--- config.mk ---
export PLATFORM = sky130hd
export DESIGN_NAME = regfile_dump_reader
export DESIGN_NICKNAME = d
export VERILOG_FILES = /design/src/rtl/regfile_dump_reader.sv
export SDC_FILE = /design/constraint.sdc
export NUM_CORES = 1
export LEC_CHECK = 0
export ABC_AREA = 1
export BUFFER_PORTS_ARGS = -buffer_cell sky130_fd_sc_hd__buf_2
export CORE_AREA = 2 2 93 95
export DETAILED_ROUTE_END_ITERATION = 8
export DIE_AREA = 0 0 95 97
export PLACE_DENSITY = 0.61
export SYNTH_ARGS = -nofsm -noshare
export SYNTH_HDL_FRONTEND = slang
export SYNTH_SLANG_ARGS = --single-unit
--- constraint.sdc ---
create_clock -name CLK -period 2.2 [get_ports CLK]
set_clock_uncertainty 0.15 [all_clocks]
set_input_delay 0.44 -clock CLK [delete_from_list [all_inputs] [get_ports CLK]]
set_output_delay 0.44 -clock CLK [all_outputs]
set_load 0.1 [all_outputs]
--- src/rtl/regfile_dump_reader.sv ---
// regfile_dump_reader
//
// Walks a register index range [FIRST..LAST] through one combinational
// register-file read port. Each (index, value) pair is streamed out on a
// valid/ready interface, one word at a time. The walk wraps modulo NREGS,
// so FIRST > LAST runs through the top index and back to 0.
//
// Ports
//   CLK, RST                 clock, synchronous active-high reset
//   START, ABORT             one-cycle command / cancel
//   FIRST, LAST              inclusive index range, sampled on accepted START
//   RA, RD                   register-file read address / combinational data
//   DOUT_VALID, DOUT_READY   output stream handshake
//   DOUT_DATA, DOUT_IDX      captured register value and its index
//   DOUT_LAST                marks the final word of the dump
//   BUSY                     high whenever not idle
//   DONE                     one-cycle pulse after the final word handshakes
module regfile_dump_reader #(
    parameter int NREGS  = 32,
    parameter int DATA_W = 32
) (
    input  logic              CLK,
    input  logic              RST,
    input  logic              START,
    input  logic              ABORT,
    input  logic [4:0]        FIRST,
    input  logic [4:0]        LAST,
    output logic [4:0]        RA,
    input  logic [DATA_W-1:0] RD,
    output logic              DOUT_VALID,
    input  logic              DOUT_READY,
    output logic [DATA_W-1:0] DOUT_DATA,
    output logic [4:0]        DOUT_IDX,
    output logic              DOUT_LAST,
    output logic              BUSY,
    output logic              DONE
);

    typedef enum logic [1:0] {
        S_IDLE = 2'd0,
        S_LOAD = 2'd1,
        S_SEND = 2'd2
    } state_t;

    state_t state, state_nxt;

    // Walk position and end of range, latched on an accepted START.
    logic [4:0] idx;
    logic [4:0] end_idx;
    // Last address presented in LOAD; RA keeps it outside LOAD.
    logic [4:0] ra_q;

    // Captured output word.
    logic [DATA_W-1:0] data_p1;
    logic [4:0]        idx_p1;
    logic              last_p1;
    logic              vld_p1;
    logic              done_q;

    logic hs;

    assign hs = vld_p1 & DOUT_READY;

    function automatic logic [4:0] idx_inc(input logic [4:0] i);
        return (i == 5'(NREGS - 1)) ? 5'd0 : i + 5'd1;
    endfunction

    // ---- state register ----
    always_ff @(posedge CLK) begin
        if (RST) begin
            state <= S_IDLE;
        end else begin
            state <= state_nxt;
        end
    end

    // ---- next-state logic ----
    // ABORT outranks a coincident handshake; in IDLE only START matters.
    always_comb begin
        state_nxt = state;
        unique case (state)
            S_IDLE: begin
                if (START) state_nxt = S_LOAD;
            end
            S_LOAD: begin
                state_nxt = ABORT ? S_IDLE : S_SEND;
            end
            S_SEND: begin
                if (ABORT)        state_nxt = S_IDLE;
                else if (hs)      state_nxt = last_p1 ? S_IDLE : S_LOAD;
            end
            default: state_nxt = S_IDLE;
        endcase
    end

    // ---- range / walk position (no reset needed: always latched before use) ----
    always_ff @(posedge CLK) begin
        if (state == S_IDLE && START) begin
            idx     <= FIRST;
            end_idx <= LAST;
        end else if (state == S_SEND && !ABORT && hs && !last_p1) begin
            idx     <= idx_inc(idx);
        end
    end

    // ---- capture stage: RD sampled in LOAD, held through SEND ----
    always_ff @(posedge CLK) begin
        if (RST) begin
            ra_q    <= 5'd0;
            data_p1 <= '0;
            idx_p1  <= 5'd0;
            last_p1 <= 1'b0;
            vld_p1  <= 1'b0;
            done_q  <= 1'b0;
        end else begin
            done_q <= 1'b0;
            unique case (state)
                S_LOAD: begin
                    ra_q <= idx;
                    if (ABORT) begin
                        vld_p1  <= 1'b0;
                        last_p1 <= 1'b0;
                    end else begin
                        data_p1 <= RD;
                        idx_p1  <= idx;
                        last_p1 <= (idx == end_idx);
                        vld_p1  <= 1'b1;
                    end
                end
                S_SEND: begin
                    if (ABORT) begin
                        vld_p1  <= 1'b0;
                        last_p1 <= 1'b0;
                    end else if (hs) begin
                        vld_p1 <= 1'b0;
                        if (last_p1) done_q <= 1'b1;
                    end
                end
                default: ;
            endcase
        end
    end

    // ---- outputs ----
    always_comb begin
        BUSY = (state != S_IDLE);
        RA   = ra_q;
        if (state == S_LOAD) RA = idx;
    end

    assign DOUT_VALID = vld_p1;
    assign DOUT_DATA  = data_p1;
    assign DOUT_IDX   = idx_p1;
    assign DOUT_LAST  = last_p1;
    assign DONE       = done_q;

endmodule

======== Word-level counts from Yosys, hierarchy flattened ========
Index checks and enable logic that the tools add are counted.
word-level totals
  word-level logic and storage cells ...... 54
  flip-flop bits (word level) ............. 57
  input port bits ......................... 47
  output and inout port bits .............. 46
cells by class
  add/subtract/negate cells ............... 1
  bitwise gates (word level) .............. 4
  reductions and logical operators ........ 15
  mux-type cells .......................... 18
  equal/unequal tests ..................... 7
operators with widths
  cell                 number
  $mux 5               4
  $mux 2               4
  $reduce_and 2->1     4
  $mux 1               7
  $pmux 2 s3           1
  $reduce_bool 2->1    3
  $add 5x1->5 const B  1
  $eq 5x5->1           1
  $eq 5x5->1 const B   1
  $logic_and 1x1->1    4
  $ne 2x2->1 const B   2
  $pmux 1 s2           2
  $reduce_or 4->1      1
  $ne 3x3->1 const B   1
  $not 1->1            3
  $eq 2x1->1 const B   1
  $eq 2x2->1 const B   1
  $logic_not 1->1      2
  $logic_not 2->1      1
  $and 1x1->1          1

======== Logic depth before layout (Yosys ltp) ========
  word-level depth ........................ 6
  mapped depth ............................ 8
  mapped depth without buffers ............ 7

======== Least setup slack after synthesis ========
No wires, ideal clock.
  path type ............................... reg2reg
  from .................................... register vld_p1 (netlist: DOUT_VALID)
  to ...................................... register idx[0], enable pin
  setup slack ............................. 0.194 ns
  data arrival time ....................... 1.542 ns
  period minus slack after synthesis ...... 2.006 ns
  required time ........................... 1.737 ns
  path buffers ............................ 0
  cell stages (with the launch flop) ...... 5
  setup time .............................. 0.313 ns
  cell sequence ........................... dfxtp_1 > nand2_1 > nor2_1 > nand3_1 > nand2_1
on the way
  word-level cells in the longest chain between the ends .. 4
ends and longest elaborated chain
  item                            RTL line  source
  start: declaration              57        logic vld_p1;
  start signal: assignment        113       vld_p1 <= 1'b0;
  start signal: assignment        121       vld_p1 <= 1'b0;
  start signal: assignment        127       vld_p1 <= 1'b1;
  $and 1x1->1                     62        assign hs = vld_p1 & DOUT_READY;
  $logic_and 1x1->1 (2 in a row)  101       end else if (state == S_SEND && !ABORT && hs && !last_p1) begin
  $reduce_bool 2->1 (no line)     n/a
  end signal: assignment          102       idx <= idx_inc(idx);
  end: declaration                48        logic [4:0] idx;
No other way between the ends.
A chain may end at the register's enable or synchronous reset.

======== Worst setup path after layout ========
  from .................................... register state[1]
  to ...................................... output RA[3]
on the way
  word-level cells in the longest chain between the ends .. 2
ends and longest elaborated chain
  item                      RTL line  source
  start: declaration        45        state_t state, state_nxt;
  start signal: assignment  73        state <= state_nxt;
  $eq 2x1->1                148       if (state == S_LOAD) RA = idx;
  $mux 5                    n/a
  end: declaration          28        output logic [4:0] RA,
No other way between the ends.

==> out/qor.csv <==
stage;metric;value;unit
finish;area_growth;33.6;%
clock_network;htree_levels;3;
timing;rsz0062_at_grt;no;
timing;hold_viol;0;
logic_synthesis;synth.avg_cell_area;8.47;um^2
logic_synthesis;ys.flop_type;dfxtp_1;
worst_setup_path;critPathLaunchType;flop;
floorplanning;start_util;29.4;%
grt;grt.met1_usage;16.7;%
finish;n_antenna_cell;0;
worst_setup_path;cp_cell_sequence;inv_2 -> nand2_4 -> inv_6 -> or2_2 -> o21ai_2 -> inv_1 -> buf_12;
logic_synthesis;synth_area;2390;um^2
flow_run;cap_violations;0;
logic_synthesis;yosys-top-cells-area;dfxtp_1, edfxtp_1, nand2_1;
timing;relSlewSlack;67.0;%
place;gp_congestion;0.710;
route;drc;0;
power;leakage;1.45;nW
floorplanning;die_h;97;um
floorplanning;ios;93;
clock_network;cts_buffers;9;
grt;grt_usage;12.7;%
route;dr.pass1.iters;4;
place;buffer_ports.inserted;92;
timing;timing.setup.tns;0;ns
timing;timing.fmax;474;MHz
worst_setup_path;cp_slowest_cell;dfxtp_2;
floorplanning;core;8130;um^2
logic_synthesis;yosys_warnings;0;
grt;overflow;0;
logic_synthesis;synth_edf_count;10;
clock_network;clk_root_buffer_cell;clkbuf_8;
worst_setup_path;path_max_fanout;20;
place;hpwl;4260;um
clock_network;tritoncts;yes;
grt;met2_usage;19.8;%
logic_synthesis;synth_commonest_cells;nand2_1, dfxtp_1, nand3_1, a21oi_1, inv_1;
worst_setup_path;end_kind;primary output;
place;place_ws;0.273;ns
logic_synthesis;yosys_register_bits;57;
logic_synthesis;ys_seq_area_share;51.9;%
worst_setup_path;cp_top_family;buffers and inverters;
run_status;outcome;finished clean;
logic_synthesis;synth_nets;331;
finish;layout.nets;422;
logic_synthesis;synth_cells;282;
clock_network;cts-hold-fix-buffers;0;
grt;grt_max_degree;40;
finish;fin_area;3190;um^2
floorplanning;fp.dieArea;9220;um^2
timing;finalMaxSlewViolations;0;
route;postRouteAntennaNets;0;
worst_setup_path;critPathArrivalTime;1.52;ns
worst_setup_path;slowest_delay;0.35;ns
timing;setup_ws;0.0922;ns
clock_network;clock_latency;0.33;ns
route;wire_per_inst;12.3;um
logic_synthesis;ys_types;24;
timing;layout_min_cycle_time;2.11;ns
timing;min_period_over_period;95.8;%
grt;use_met3;3.35;%
grt;grt_pass1_vias;1913;
floorplanning;core.rowCount;33;
route;routed-via-count;2161;
floorplanning;fp.dieW;95;um
power;powerDensity;831;nW/um^2
worst_setup_path;crit_type;reg2out;
hold_path;worstHoldPathType;in2reg;
worst_setup_path;crit_required;1.61;ns
logic_synthesis;async_flop_share;0;%
logic_synthesis;netlist.area_leader.share;39.4;%
grt;grt.busiest_layer;met2;
timing;holdWs;0.137;ns
place;place_area;2970;um^2
clock_network;cts_sinks;57;
grt;antenna_found_initial;0;
logic_synthesis;synth_top_cell_by_area;dfxtp_1;
finish;drive_gt1_share;38.9;%
route;drt_iter0_markers;54;
logic_synthesis;yosysMostFrequentCell;nand2_1;
route;vias_per_cell;4.47;
grt;grt_pass1_wl;9160;um
clock_network;clk_pin_slew_worst_paths;0.06;ns
power;power;2.65;mW
power;vdd_drop_max;0.000272;V
clock_network;cts_buffer_depth;2;
timing;tightest_slew;0.495;ns
timing;finalSetupViolCount;0;
route;routed_wl;5930;um
worst_setup_path;cp_num_buf_inv;4;
finish;fillers;839;
worst register-to-register path, delay by kind of cell, from the launching register on:
kind            cells  cell delay [ns]
compound gates      1             0.17
fa+ha+maj           2             0.45
buf+inv             1             0.05
flops               1             0.52
simple gates        3             0.19
area by class of cell:
class | instances | area, um^2 | area share (%)
flip-flops and latches | 57 | 1240 | 38.9
clock buffers | 14 | 184 | 5.76
inverters | 21 | 83.8 | 2.63
well taps | 105 | 131 | 4.11
multi-input cells | 186 | 961 | 30.1
clock inverters | 2 | 10.0 | 0.313
repair buffers | 98 | 581 | 18.2
path summary, 6_finish.rpt:
kind	to	from	slack, ns	cells past startpoint
max	RA[3]	state[1]$_SDFFE_PP0P_	0.09	7
min	end_idx[3]$_DFFE_PP_	LAST[3]	0.14	1
max reg2reg	idx[0]$_DFFE_PP_	idx[0]$_DFFE_PP_	0.51	7
min reg2reg	DOUT_DATA[10]$_SDFFE_PP0P_	DOUT_DATA[10]$_SDFFE_PP0P_	0.31	2
through the flow:
stage | std cells | utilization (%)
floorplan | 282 | -
CTS | 483 | 39.0
finish | 483 | 39.3
global placement | 466 | 36.5
global route | 483 | 39.3
detailed placement | 466 | 36.5
logic make-up after synthesis:
| group | count (synthesis) | synth area share [%] |
|---|---|---|
| buf+inv | 39 | 8.64 |
| simple gates | 132 | 25.3 |
| flops | 57 | 51.9 |
| xor+xnor | 4 | 1.47 |
| compound gates | 48 | 11.6 |
| fa+ha+maj | 2 | 1.05 |
cell usage in the layout (no fill, tap or decap):
cell	n
xnor2_1	3
buf_4	6
a21oi_1	30
buf_12	5
o21ai_0	3
clkbuf_16	1
inv_1	19
nand2_4	2
clkinv_2	2
clkbuf_8	11
o21ai_2	5
nand3_1	43
buf_2	87
nand2_1	59
dfxtp_1	46
edfxtp_1	10
or2_2	5
nand2_2	10
dfxtp_2	1
nor4_1	1
inv_2	1
ha_1	2
inv_6	1
clkbuf_1	2
a21oi_2	10
xor2_1	1
nor2_1	12
flip-flops by register name (all words and copies together), names as in the netlist:
| name | flops |
|---|---|
| state | 2 |
| DOUT_VALID | 1 |
| ra_q | 5 |
| end_idx | 5 |
| DONE | 1 |
| DOUT_IDX | 5 |
| DOUT_LAST | 1 |
| idx | 5 |
| DOUT_DATA | 32 |
routing by layer:
| metal | part of all wire, % | wire length, um | vias up |
|---|---|---|---|
| li1 | - | - | 1101 |
| met2 | 44 | 2630 | 77 |
| met1 | 47 | 2810 | 975 |
| met3 | 7.2 | 426 | 8 |
| met5 | 0 | 0 | - |
| met4 | 1.1 | 63 | 0 |
power by group:
group / leakage, nW / internal (mW) / switching (mW)
registers: 0.479 / 1.12 / 0.0390
logic: 0.868 / 0.155 / 0.409
clock network: 0.102 / 0.536 / 0.399
repair_timing:
action	CTS	global route
resized for setup	3	9
gates cloned	0	0
endpoints found under the setup margin	5	5
setup buffers	1	0
Note: power is estimated with default switching activity, not from simulation.
